==> src/rtl/fu_join_2_1_pkg.sv <==
// Shared definitions for the two-operand join buffer in front of the ALU.
// Holds the config encodings and the default operand width and FIFO depth.
package fu_join_2_1_pkg;

    localparam logic [1:0] CFG_NORMAL = 2'd0;
    localparam logic [1:0] CFG_SINGLE = 2'd1;
    localparam logic [1:0] CFG_STICKY = 2'd2;

    localparam int DEFAULT_SIZE  = 32;
    localparam int DEFAULT_DEPTH = 2;

endpackage

==> src/rtl/fu_join_2_1_opnd_fifo.sv <==
// Small synchronous operand FIFO with push/pop, full/empty flags and a
// synchronous active-low clear that also wipes the storage.
module fu_opnd_fifo
    import fu_join_2_1_pkg::*;
#(
    parameter int width = DEFAULT_SIZE,
    parameter int depth = DEFAULT_DEPTH
) (
    input  logic             clk,
    input  logic             clr_n,
    input  logic             push,
    input  logic             pop,
    input  logic [width-1:0] din,
    output logic [width-1:0] head,
    output logic             full,
    output logic             empty
);

    localparam int PW = $clog2(depth);
    localparam int CW = PW + 1;

    logic [PW-1:0]    wr_ptr_r;
    logic [PW-1:0]    rd_ptr_r;
    logic [CW-1:0]    count_r;
    logic [width-1:0] mem_r [depth];
    logic             do_push_s;
    logic             do_pop_s;

    // Flag, head and guarded handshake decode
    always_comb begin
        full      = (count_r == CW'(depth));
        empty     = (count_r == {CW{1'b0}});
        head      = mem_r[rd_ptr_r];
        do_push_s = push & ~full;
        do_pop_s  = pop & ~empty;
    end

    // Pointer, occupancy and storage update; pointers wrap since depth is a power of two
    always_ff @(posedge clk) begin
        if (!clr_n) begin
            wr_ptr_r <= {PW{1'b0}};
            rd_ptr_r <= {PW{1'b0}};
            count_r  <= {CW{1'b0}};
            for (int i = 0; i < depth; i++) begin
                mem_r[i] <= {width{1'b0}};
            end
        end else begin
            if (do_push_s) begin
                mem_r[wr_ptr_r] <= din;
                wr_ptr_r        <= wr_ptr_r + PW'(1);
            end
            if (do_pop_s) begin
                rd_ptr_r <= rd_ptr_r + PW'(1);
            end
            case ({do_push_s, do_pop_s})
                2'b10:   count_r <= count_r + CW'(1);
                2'b01:   count_r <= count_r - CW'(1);
                default: count_r <= count_r;
            endcase
        end
    end

endmodule

==> src/rtl/fu_join_2_1.sv <==
// Two-operand join buffer: queues ALU operands on independent channels and
// releases a matched pair; supports single-operand and sticky-in1 modes.
module fu_join_2_1
    import fu_join_2_1_pkg::*;
#(
    parameter int size  = DEFAULT_SIZE,
    parameter int depth = DEFAULT_DEPTH
) (
    input  logic            clk,
    input  logic            rst_n,
    input  logic [1:0]      config_sig,
    input  logic [size-1:0] in0,
    input  logic            in0_valid,
    output logic            in0_ready,
    input  logic [size-1:0] in1,
    input  logic            in1_valid,
    output logic            in1_ready,
    output logic [size-1:0] out0,
    output logic [size-1:0] out1,
    output logic            out_valid,
    input  logic            out_ready
);

    logic [size-1:0] head0_s;
    logic [size-1:0] head1_s;
    logic            full0_s, empty0_s;
    logic            full1_s, empty1_s;
    logic            push0_s, push1_s, pop0_s, pop1_s;
    logic            sticky_load_s;
    logic            fire_s;
    logic            held_r;
    logic [size-1:0] sticky_r;

    fu_opnd_fifo #(.width(size), .depth(depth)) u_fifo0 (
        .clk   (clk),
        .clr_n (rst_n),
        .push  (push0_s),
        .pop   (pop0_s),
        .din   (in0),
        .head  (head0_s),
        .full  (full0_s),
        .empty (empty0_s)
    );

    fu_opnd_fifo #(.width(size), .depth(depth)) u_fifo1 (
        .clk   (clk),
        .clr_n (rst_n),
        .push  (push1_s),
        .pop   (pop1_s),
        .din   (in1),
        .head  (head1_s),
        .full  (full1_s),
        .empty (empty1_s)
    );

    // Mode-dependent join: readies never look at out_ready, and everything is gated by rst_n
    always_comb begin
        in0_ready     = rst_n & ~full0_s;
        in1_ready     = 1'b0;
        out_valid     = 1'b0;
        out0          = head0_s;
        out1          = {size{1'b0}};
        push0_s       = in0_valid & in0_ready;
        push1_s       = 1'b0;
        sticky_load_s = 1'b0;
        fire_s        = 1'b0;
        pop0_s        = 1'b0;
        pop1_s        = 1'b0;
        case (config_sig)
            CFG_NORMAL: begin
                in1_ready = rst_n & ~full1_s;
                out_valid = rst_n & ~empty0_s & ~empty1_s;
                out1      = head1_s;
                push1_s   = in1_valid & in1_ready;
                fire_s    = out_valid & out_ready;
                pop0_s    = fire_s;
                pop1_s    = fire_s;
            end
            CFG_STICKY: begin
                // The invariant operand bypasses FIFO1 and is captured once
                in1_ready     = rst_n & ~held_r;
                out_valid     = rst_n & ~empty0_s & held_r;
                out1          = sticky_r;
                sticky_load_s = in1_valid & in1_ready;
                fire_s        = out_valid & out_ready;
                pop0_s        = fire_s;
            end
            default: begin
                out_valid = rst_n & ~empty0_s;
                fire_s    = out_valid & out_ready;
                pop0_s    = fire_s;
            end
        endcase
    end

    // Sticky operand capture; held until the next reset
    always_ff @(posedge clk) begin
        if (!rst_n) begin
            held_r   <= 1'b0;
            sticky_r <= {size{1'b0}};
        end else if (sticky_load_s) begin
            held_r   <= 1'b1;
            sticky_r <= in1;
        end else begin
            held_r   <= held_r;
            sticky_r <= sticky_r;
        end
    end

endmodule

==> config.mk <==
export PLATFORM = sky130hd
export DESIGN_NAME = fu_join_2_1
export DESIGN_NICKNAME = d
export VERILOG_FILES = /design/src/rtl/fu_join_2_1_pkg.sv /design/src/rtl/fu_join_2_1_opnd_fifo.sv /design/src/rtl/fu_join_2_1.sv
export SDC_FILE = /design/constraint.sdc
export NUM_CORES = 1
export LEC_CHECK = 0
export BUFFER_PORTS_ARGS = -buffer_cell sky130_fd_sc_hd__clkbuf_2
export CORE_MARGIN = 3
export CORE_UTILIZATION = 35
export DETAILED_ROUTE_END_ITERATION = 16
export GPL_ROUTABILITY_DRIVEN = 0
export PLACE_DENSITY = 0.53
export SLEW_MARGIN = 20
export SYNTH_ARGS = -nofsm -noshare
export SYNTH_HDL_FRONTEND = slang
export SYNTH_SLANG_ARGS = --single-unit
==> constraint.sdc <==
create_clock -name clk -period 4.3 [get_ports clk]
set_clock_uncertainty 0.2 [all_clocks]
set_input_delay 1.075 -clock clk [delete_from_list [all_inputs] [get_ports clk]]
set_output_delay 1.075 -clock clk [all_outputs]
set_load 0.005 [all_outputs]
==> summary.md <==
| Metric | Value |
|---|---|
| Status | finished clean |
| Min-Delay Path Class | reg2reg |
| CP arrival | 2.17 ns |
| Most frequent cells after synthesis | 128 x edfxtp_1, 97 x and2_1, 66 x mux2i_1 |
| Yosys top cell by area | edfxtp_1 |
| Cell Chain, Critical Path | clkbuf_2, buf_4, mux2i_1, nor2_1, clkbuf_2 |
| Fin crit period | 3.45 ns |
| Die H | 155 um |
| Post-synthesis area per instance | 12.5 sq um |
| Root buffer cell | clkbuf_16 |
| Routed vias/inst | 4.83 |
| Drc violations | 0 |
| PwrDens | 407 mW/mm^2 |
| Core area | 0.0214 sq mm |
| Global-route wire length before repair | 28900 um |
| Delay-heaviest family, CP | buffers and inverters |
| Later-pin clock latency in the skew report | 0.43 ns |
| Pre-antenna DRT Iters | 4 |
| Cts repair resizes | 0 |
| Post-Syn Instances | 622 |
| Most used flip-flop cell after synthesis | edfxtp_1 |
| CTS buffer count | 17 |
| Share of the synthesized area in the top cell type | 0.493 |
| 1st-iter DRT viols | 236 |
| Yosys warns | 0 |
| Num rows | 53 |
| ANT nets after route | 0 |
| Clock tree buffer depth | 2 |
| Synth top area cells | edfxtp_1 49%, dfxtp_1 11%, mux2i_1 8.5% |
| Die ar. | 0.0241 sq mm |
| CTS Hold Buffers Added | 0 |
| Peak Freq | 0.290 GHz |
| Placed instance count | 1008 |
| RSZ-0062 raised after global routing | no |
| ANT cells | 0 |
| Die width | 155 um |
| Critical Path Fanout Max | 23 |
| Vias in the first global route | 5358 |
| Leak | 4.13 nW |
| Final Max Tran Viols | 0 |
| Buf/Inv on CP | 3 |
| Worst Setup End Kind | output pin |
| CTS tree | done |
| EDFF count, synth | 128 |
| Global route overflow | 0 |
| Worst slew pin tran | 0.990 ns |
| Dpl hpwl | 11400 um |
| Max IR drop VDD | 0.278 mV |
| Starting Density | 0.364 |
| Multi-input gate area | 0.00278 sq mm |
| Hold Fails Final Rpt | 0 |
| CP Class | in2out |
| Most frequent cell after synthesis | edfxtp_1 |
| Vias | 5028 |
| Post-CTS setup buffer count | 0 |
| Met2 Use GR | 0.267 |
| Slew headroom | 0.340 |
| Placed inst area | 0.00874 sq mm |
| CP max stage cell | buf_4 |
| Unique masters post-synth | 39 |
| I/O pins | 138 |
| Layout filler cell count | 2033 |
| Crit-path most repeated cell | clkbuf_2 |
| Met3 Use GR | 0.0389 |
| Largest net degree at the start of global routing | 40 |
| Met1 usage | 0.191 |
| Clock sinks | 171 |
| Post-Layout Cell Count | 1040 |
| Tot GR Track Use | 0.154 |
| Mapped Area | 0.00780 sq mm |
| Crit path required time | 3.02 ns |
| Sequential fraction of the synthesis area | 0.603 |
| Type of origin of the critical path | primary input |
| Fin crit share | 0.801 |
| Port bufs | 137 |
| H-tree Lvls | 4 |
| #FFs+latches synth | 171 |
| Area Overhead vs Synth | 20.2% |
| Max-capacitance violation count | 0 |
| CP peak stage delay | 0.42 ns |
| Post-Syn Nets | 695 |
| Setup TNS | 0 ns |
| Setup Viol. Count Final | 0 |
| Final #Nets | 825 |
| Clk slew on worst S/H paths | 0.07 ns |
| Initial antenna violation count | 1 |
| Fraction of registers with async set/reset | 0 |
| Fraction of layout cells with a size suffix above 1 | 0.324 |
| Drt total wl | 18200 um |
| Design area | 0.00937 sq mm |
| FF+latch area | 0.00471 sq mm |
| WL/cell | 17.5 um |
| Top Usage Layer GRT | met2 |
| Total Power | 0.00381 W |
## final cells by class
cell class                 count  area share
multi-input combinational    377       0.296
inverter                      34      0.0136
clock buffer                  17      0.0454
clock inverter                15      0.0214
sequential                   171       0.502
tap                          275      0.0367
timing repair buffer         151      0.0844
## flip-flops by register name, summed over array words and instances, names as in the netlist, named ones only
signal	flops
u_fifo1.mem_r	64
u_fifo1.wr_ptr_r	1
held_r	1
u_fifo1.count_r	2
u_fifo0.mem_r	64
u_fifo1.rd_ptr_r	1
sticky_r	32
u_fifo0.rd_ptr_r	1
u_fifo0.wr_ptr_r	1
u_fifo0.count_r	2
## where the power goes
group	total (W)	switching (W)	internal, W
logic	0.000330	0.000183	0.000147
clock network	0.00160	0.000710	0.000889
registers	0.00188	0.0000274	0.00186
total	0.00381	0.000920	0.00289
## cell families after synthesis
group	synth area share
AO/OA/AOI/OAI	0.0125
XOR/XNOR	0.00449
adder cells (fa/ha/maj)	0.00321
buffers and inverters	0.0432
flip-flops	0.603
multiplexers	0.177
AND/OR/NAND/NOR	0.156
## metrics by stage
stage	hold slack, ns	setup slack [ns]	util
after global routing	0.286	0.694	0.438
after detailed placement	0.254	0.875	0.408
after floorplan	0.238	-0.0145	-
after CTS	0.264	0.792	0.437
after global placement	0.244	0.865	0.408
final	0.263	0.854	0.438
## layer usage
layer | share of wire | vias to the layer above
met2 | 0.49 | 136
met4 | 0.015 | 2
met1 | 0.44 | 2436
met3 | 0.057 | 26
li1 | - | 2428
met5 | 0.00050 | -
## final timing paths
check	slack [ns]	end	depth (start not counted)	start
worst max-delay path	0.85	out1[1]	5	config_sig[1]
worst min-delay path	0.26	sticky_r[20]	2	sticky_r[20]
worst max register to register	2.16	u_fifo1.mem_r[0][22]	3	u_fifo1.wr_ptr_r
worst min register to register	0.26	sticky_r[20]	2	sticky_r[20]
## layout by cell type (no fill, tap or decap), types with 2 or more instances in the layout
master and n:
nor3_1 34, mux2_2 54, nand2_1 36, mux2_1 10, clkinvlp_4 3, buf_4 14, clkbuf_16 17, bufinv_16 2
xor2_1 2, o21ai_0 2, ha_1 2, nand2b_1 4, or3_1 2, edfxtp_1 128, and2_1 97, inv_1 34
inv_8 3, mux2i_1 66, inv_6 4, dfxtp_1 42, clkbuf_2 137, o21ai_2 3, clkinv_8 3, nor2_1 37
xnor2_1 2, o21a_1 2, nor4_1 3, a21oi_1 4
## worst min-delay path: cells and delay by family, from the launching register on
| kind | cells | cell delay [ns] |
|---|---|---|
| flip-flops | 1 | 0.31 |
| multiplexers | 1 | 0.06 |
| AND/OR/NAND/NOR | 1 | 0.05 |
Power figures use the tool's default switching activity.
